$ cat src/rtl/dda_pkg.sv
// Shared types and helpers for the Lorenz DDA: phase encoding, FSM states and
// saturating add/sub that clamp a wide intermediate to an n-bit signed range.
package dda_pkg;

  localparam logic [2:0] PH_SIGMA  = 3'd0;
  localparam logic [2:0] PH_XRZ    = 3'd1;
  localparam logic [2:0] PH_XY     = 3'd2;
  localparam logic [2:0] PH_BZ     = 3'd3;
  localparam logic [2:0] PH_DX     = 3'd4;
  localparam logic [2:0] PH_DY     = 3'd5;
  localparam logic [2:0] PH_COMMIT = 3'd6;

  typedef enum logic {S_IDLE, S_RUN} state_t;

  localparam int MAXW = 64;
  typedef logic signed [MAXW-1:0] wide_t;

  function automatic wide_t sat_clamp(input wide_t v, input int n, output logic ovf);
    wide_t hi, lo, r;
    hi  = (wide_t'(1) <<< (n - 1)) - wide_t'(1);
    lo  = -hi - wide_t'(1);
    ovf = 1'b0;
    r   = v;
    if (v > hi) begin
      r   = hi;
      ovf = 1'b1;
    end else if (v < lo) begin
      r   = lo;
      ovf = 1'b1;
    end
    return r;
  endfunction

  function automatic wide_t sat_add(input wide_t a, input wide_t b, input int n, output logic ovf);
    return sat_clamp(a + b, n, ovf);
  endfunction

  function automatic wide_t sat_sub(input wide_t a, input wide_t b, input int n, output logic ovf);
    return sat_clamp(a - b, n, ovf);
  endfunction

endpackage

$ cat src/rtl/dda_fxmul.sv
// Signed fixed-point multiply: full product, floor shift by FRAC, clamp to N bits.
// Combinational, no latency; ovf flags a clamp.
module dda_fxmul #(
  parameter int N    = 24,
  parameter int FRAC = 16
) (
  input  logic signed [N-1:0] a,
  input  logic signed [N-1:0] b,
  output logic signed [N-1:0] p,
  output logic                ovf
);

  logic signed [2*N-1:0] sh;

  assign sh  = ($signed({{N{a[N-1]}}, a}) * $signed({{N{b[N-1]}}, b})) >>> FRAC;
  // in range only when every bit from N-1 upward is a copy of the sign
  assign ovf = ~((&sh[2*N-1:N-1]) | ~(|sh[2*N-1:N-1]));
  assign p   = ovf ? (sh[2*N-1] ? {1'b1, {(N-1){1'b0}}} : {1'b0, {(N-1){1'b1}}})
                   : sh[N-1:0];

endmodule

$ cat src/rtl/dda_lorenz_seq.sv
// Time-multiplexed Lorenz Euler integrator sharing one multiplier over 7 phases.
// One step per 7 enabled cycles; en low stalls all state, start ignored while busy.
module dda_lorenz_seq
  import dda_pkg::*;
#(
  parameter int N    = 24,
  parameter int FRAC = 16,
  parameter int SW   = 16
) (
  input  logic                clk,
  input  logic                rst,
  input  logic                en,
  input  logic                start,
  input  logic [SW-1:0]       steps,
  input  logic signed [N-1:0] icx,
  input  logic signed [N-1:0] icy,
  input  logic signed [N-1:0] icz,
  input  logic signed [N-1:0] sigma,
  input  logic signed [N-1:0] beta,
  input  logic signed [N-1:0] rho,
  input  logic signed [N-1:0] dt,
  output logic signed [N-1:0] x,
  output logic signed [N-1:0] y,
  output logic signed [N-1:0] z,
  output logic                valid,
  output logic                done,
  output logic                busy,
  output logic                sat
);

  state_t              state;
  logic [2:0]          phase;
  logic [SW-1:0]       remain;
  logic signed [N-1:0] sig_r, bet_r, rho_r, dt_r;
  logic signed [N-1:0] p0, p1, p2, p3, p4, p5;

  logic signed [N-1:0] sa, sb, diff, ma, mb, prod, nx, ny, nz;
  logic                sub_ovf, sub_used, mul_ovf, ox, oy, oz;

  dda_fxmul #(.N(N), .FRAC(FRAC)) u_mul (.a(ma), .b(mb), .p(prod), .ovf(mul_ovf));

  always_comb begin
    sa       = y;
    sb       = x;
    sub_used = 1'b1;
    ma       = sig_r;
    mb       = diff;
    case (phase)
      PH_XRZ:    begin sa = rho_r; sb = z; ma = x; end
      PH_XY:     begin sub_used = 1'b0; ma = x; mb = y; end
      PH_BZ:     begin sub_used = 1'b0; ma = bet_r; mb = z; end
      PH_DX:     begin sub_used = 1'b0; ma = dt_r; mb = p0; end
      PH_DY:     begin sa = p1; sb = y; ma = dt_r; end
      PH_COMMIT: begin sa = p2; sb = p3; ma = dt_r; end
      default:   ;
    endcase
    diff = N'(sat_sub(wide_t'(sa), wide_t'(sb), N, sub_ovf));
    nx   = N'(sat_add(wide_t'(x), wide_t'(p4), N, ox));
    ny   = N'(sat_add(wide_t'(y), wide_t'(p5), N, oy));
    nz   = N'(sat_add(wide_t'(z), wide_t'(prod), N, oz));
  end

  always_ff @(posedge clk or posedge rst) begin
    if (rst) begin
      state <= S_IDLE;
      phase <= PH_SIGMA;
      remain <= '0;
      {x, y, z} <= '0;
      {sig_r, bet_r, rho_r, dt_r} <= '0;
      {p0, p1, p2, p3, p4, p5} <= '0;
      {valid, done, busy, sat} <= '0;
    end else if (en) begin
      valid <= 1'b0;
      done  <= 1'b0;
      case (state)
        S_IDLE: begin
          if (start) begin
            x <= icx;  y <= icy;  z <= icz;
            sig_r <= sigma;  bet_r <= beta;  rho_r <= rho;  dt_r <= dt;
            remain <= steps;
            sat    <= 1'b0;
            phase  <= PH_SIGMA;
            if (steps == '0) begin
              done <= 1'b1;
            end else begin
              busy  <= 1'b1;
              state <= S_RUN;
            end
          end
        end
        default: begin
          sat <= sat | mul_ovf | (sub_used & sub_ovf)
                     | ((phase == PH_COMMIT) & (ox | oy | oz));
          phase <= phase + 3'd1;
          case (phase)
            PH_SIGMA: p0 <= prod;
            PH_XRZ:   p1 <= prod;
            PH_XY:    p2 <= prod;
            PH_BZ:    p3 <= prod;
            PH_DX:    p4 <= prod;
            PH_DY:    p5 <= prod;
            default: begin
              x <= nx;  y <= ny;  z <= nz;
              valid  <= 1'b1;
              remain <= remain - SW'(1);
              phase  <= PH_SIGMA;
              if (remain == SW'(1)) begin
                done  <= 1'b1;
                busy  <= 1'b0;
                state <= S_IDLE;
              end
            end
          endcase
        end
      endcase
    end
  end

endmodule

$ cat config.mk
export PLATFORM = sky130hd
export DESIGN_NAME = dda_lorenz_seq
export DESIGN_NICKNAME = d
export VERILOG_FILES = /design/src/rtl/dda_pkg.sv /design/src/rtl/dda_fxmul.sv /design/src/rtl/dda_lorenz_seq.sv
export SDC_FILE = /design/constraint.sdc
export NUM_CORES = 2
export LEC_CHECK = 0
export ABC_AREA = 1
export BUFFER_PORTS_ARGS = -buffer_cell sky130_fd_sc_hd__buf_2
export CORE_ASPECT_RATIO = 0.7
export CORE_MARGIN = 5
export CORE_UTILIZATION = 45
export CTS_BUF_LIST = sky130_fd_sc_hd__clkbuf_16
export DETAILED_ROUTE_END_ITERATION = 8
export PLACE_DENSITY_LB_ADDON = 0.25
export SLEW_MARGIN = 0
export SYNTH_ARGS = -nofsm -noshare
export SYNTH_HDL_FRONTEND = slang
export SYNTH_SLANG_ARGS = --single-unit
$ cat constraint.sdc
create_clock -name clk -period 23.9 [get_ports clk]
set_clock_uncertainty 0.2 [all_clocks]
set_input_delay 1.195 -clock clk [delete_from_list [all_inputs] [get_ports clk]]
set_output_delay 1.195 -clock clk [all_outputs]
set_load 0.02 [all_outputs]
==> run metrics <==
reg-to-reg endpoint z[12]; number of synthesized flops with an enable pin 0; first-pass GRT wire length 242000 um; antenna-violating nets left 0; Avg Inst Size Synth 7.84 um2; largest net degree at the start of global routing 102; Area Growth Syn to Fin 8.36%; DP HPWL 130000 um; Synth top area share 0.288; CTS max path bufs 3; synth warn 0; met2 Usage GRT 0.439; Crit Path Max Fanout 93; buffers added on ports 263; Slew headroom 0.193; DRT Wirelength 162000 um; layout cells sized above 1 0.0795; R2R Setup Slk 4700 ps; share of flip-flops with an asynchronous set or reset 1.00; min cycle time layout 19200 ps; GR Util met3 0.106; # rows 94; register area share after synthesis 0.198; fin. max-slew vios 0; Final Hold Viols 0; status completed; Initial Util 0.453; Cells after Synth 5413; # setup viols final 0; DRC 0; Reg2Reg Depth 71; Worst EP arrival 19380 ps; WL per Instance 23.8 um; Vias/cell 5.61; required time worst endpoint 24090 ps; clock sinks 336; vias 38300; Max stage delay on crit path 900 ps; DR pass1 iterations 6; CTS resizes 0; fin nets 6582; Synth area leader fa_1; f_max 52.1 MHz; RSZ-0062 raised after global routing no; Clock Tree Root clkbuf_16; Final Wtd Congestion 1.03; crit path to z[12]; antenna violations before repair 6; Tcrit/Tclk final 0.803; TritonCTS Buffers 34; post-route setup TNS 0 ps; 1st-iter DRT viols 4558; CP Launch Type flop; cell mode on critical path nand2_1; TritonCTS clock tree yes; Synth Flop Type dfrtp_1; clk_lat worst skew 560 ps; Worst-Margin Slew 1210 ps; Synthesized Nets 6444; Post-CTS Setup Inserts 0; Yosys reg bits 336; CP max stage cell buf_4; CP Launch Point phase[0]; top cells by area, synth fa_1, dfrtp_1, nand2_1; Post-Synthesis Cell Area 42500 um2; IO Pins 264; Distinct cells, synth 57; critical path class reg -> reg; core footprint 93700 um2; kind of end point of the critical path flop; gr usage total 0.320; max cap viols 0; die width 377 um; routing usage on met1 0.493; vias in the first global route 37000; critical path depth in cells 71; Worst Hold Class reg -> reg; total grt overflow 0; CTS H-tree lvls 2; busiest grt layer met1; Hold Buf Count CTS 0; Die Area 101000 um2; CP Buf/Inv Count 12; CP top delay family simple AND/OR/NAND/NOR gates; Crit Reg-Reg Startpoint phase[0]; Die Ht 267 um; clk slew on worst S/H paths 70 ps
## synth_stat cells, types with 15 or more instances
| cell type | number |
|---|---|
| fa_1 | 610 |
| nand2_4 | 20 |
| xor2_1 | 70 |
| inv_1 | 937 |
| a31oi_1 | 20 |
| o22ai_1 | 27 |
| nand3_1 | 200 |
| clkbuf_1 | 201 |
| ha_1 | 233 |
| and2_1 | 23 |
| a211oi_1 | 15 |
| xnor2_1 | 64 |
| nand2_1 | 1363 |
| nor2_1 | 472 |
| o21ai_0 | 324 |
| o211ai_1 | 64 |
| nor3_1 | 23 |
| nand4_1 | 19 |
| dfrtp_1 | 336 |
| o2111ai_1 | 47 |
| a21oi_1 | 195 |
## per-stage QoR
stage | utilization | cells | worst slack, ps | hold slack (ps) | instance area, um2
floorplan | - | 5413 | 10520 | 237 | 42500
finish | 0.491 | 6827 | 4700 | 272 | 46000
global route | 0.491 | 6821 | 3470 | 286 | 46000
global placement | 0.480 | 6763 | 5500 | 254 | 45000
detailed placement | 0.480 | 6763 | 5330 | 259 | 45000
CTS | 0.491 | 6821 | 5230 | 276 | 46000
## area by class of cell
type	count	area, um2
clock inverters	23	155
fillers	9346	47700
well taps	1248	1560
diodes	6	15.0
repair buffers	333	1840
flip-flops and latches	336	8410
clock buffers	35	876
inverters	953	3580
multi-input cells	3893	29600
## per-layer routing
| metal | up-vias | routed length (um) |
|---|---|---|
| li1 | 17000 | - |
| met1 | 19000 | 72900 |
| met2 | 2026 | 64800 |
| met3 | 217 | 21000 |
| met4 | 4 | 3400 |
| met5 | - | 54 |
## sequential cells by signal, indices dropped and copies added, names as in the netlist, 3 cells and up
name    count
rho_r      24
x          24
remain     16
sig_r      24
dt_r       24
p0         24
p3         24
z          24
p4         24
p2         24
y          24
phase       3
p5         24
bet_r      24
p1         24
## worst reg2reg max path: cells and delay by family (launching register included)
family / cells / cell delay (ps)
compound gates: 15 / 3700
xor+xnor: 1 / 180
fa+ha+maj: 12 / 5280
buf+inv: 12 / 3190
flops: 1 / 380
simple gates: 31 / 6150
## placed cells by master (no fill, tap or decap), types with 5 or more instances in the layout
cell type,count
nand2_1,1363
inv_1,941
fa_1,610
nor2_1,468
dfrtp_1,335
o21ai_0,317
buf_2,263
ha_1,232
nand3_1,200
a21oi_1,194
xor2_1,70
buf_4,70
xnor2_1,64
o211ai_1,64
o2111ai_1,47
clkbuf_16,35
o22ai_1,27
and2_1,23
nand2_4,21
nor3_1,20
a31oi_1,20
nand4_1,19
clkinv_1,17
a211oi_1,15
a221oi_1,13
nand2_2,12
o21a_1,11
nor4_1,10
a22oi_1,8
diode_2,6
o221ai_1,6
o21bai_1,6
o21ai_1,6
inv_2,5
a21boi_0,5
o21ai_2,5
clkinv_2,5
## worst min path at each step
stage | startpoint | slack (ps) | cells past startpoint | endpoint
2_1_floorplan | sig_r[19] | 240 | 2 | sig_r[19]
3_3_place_gp | dt_r[10] | 250 | 2 | dt_r[10]
3_5_place_dp | sig_r[11] | 260 | 2 | sig_r[11]
4_1_cts | sig_r[11] | 280 | 2 | sig_r[11]
5_1_grt | sig_r[18] | 290 | 2 | sig_r[18]
6_report | sig_r[19] | 270 | 2 | sig_r[19]
## cell families after synthesis
kind of cell | synth area share
AND/OR/NAND/NOR | 0.205
flip-flops | 0.198
adder cells (fa/ha/maj) | 0.356
AO/OA/AOI/OAI | 0.105
XOR/XNOR | 0.0276
multiplexers | 0.000501
buffers and inverters | 0.108
Power is left out: the tool's default activity adds up to more than one toggle a clock period on the data nets, which glitch-free logic cannot reach.
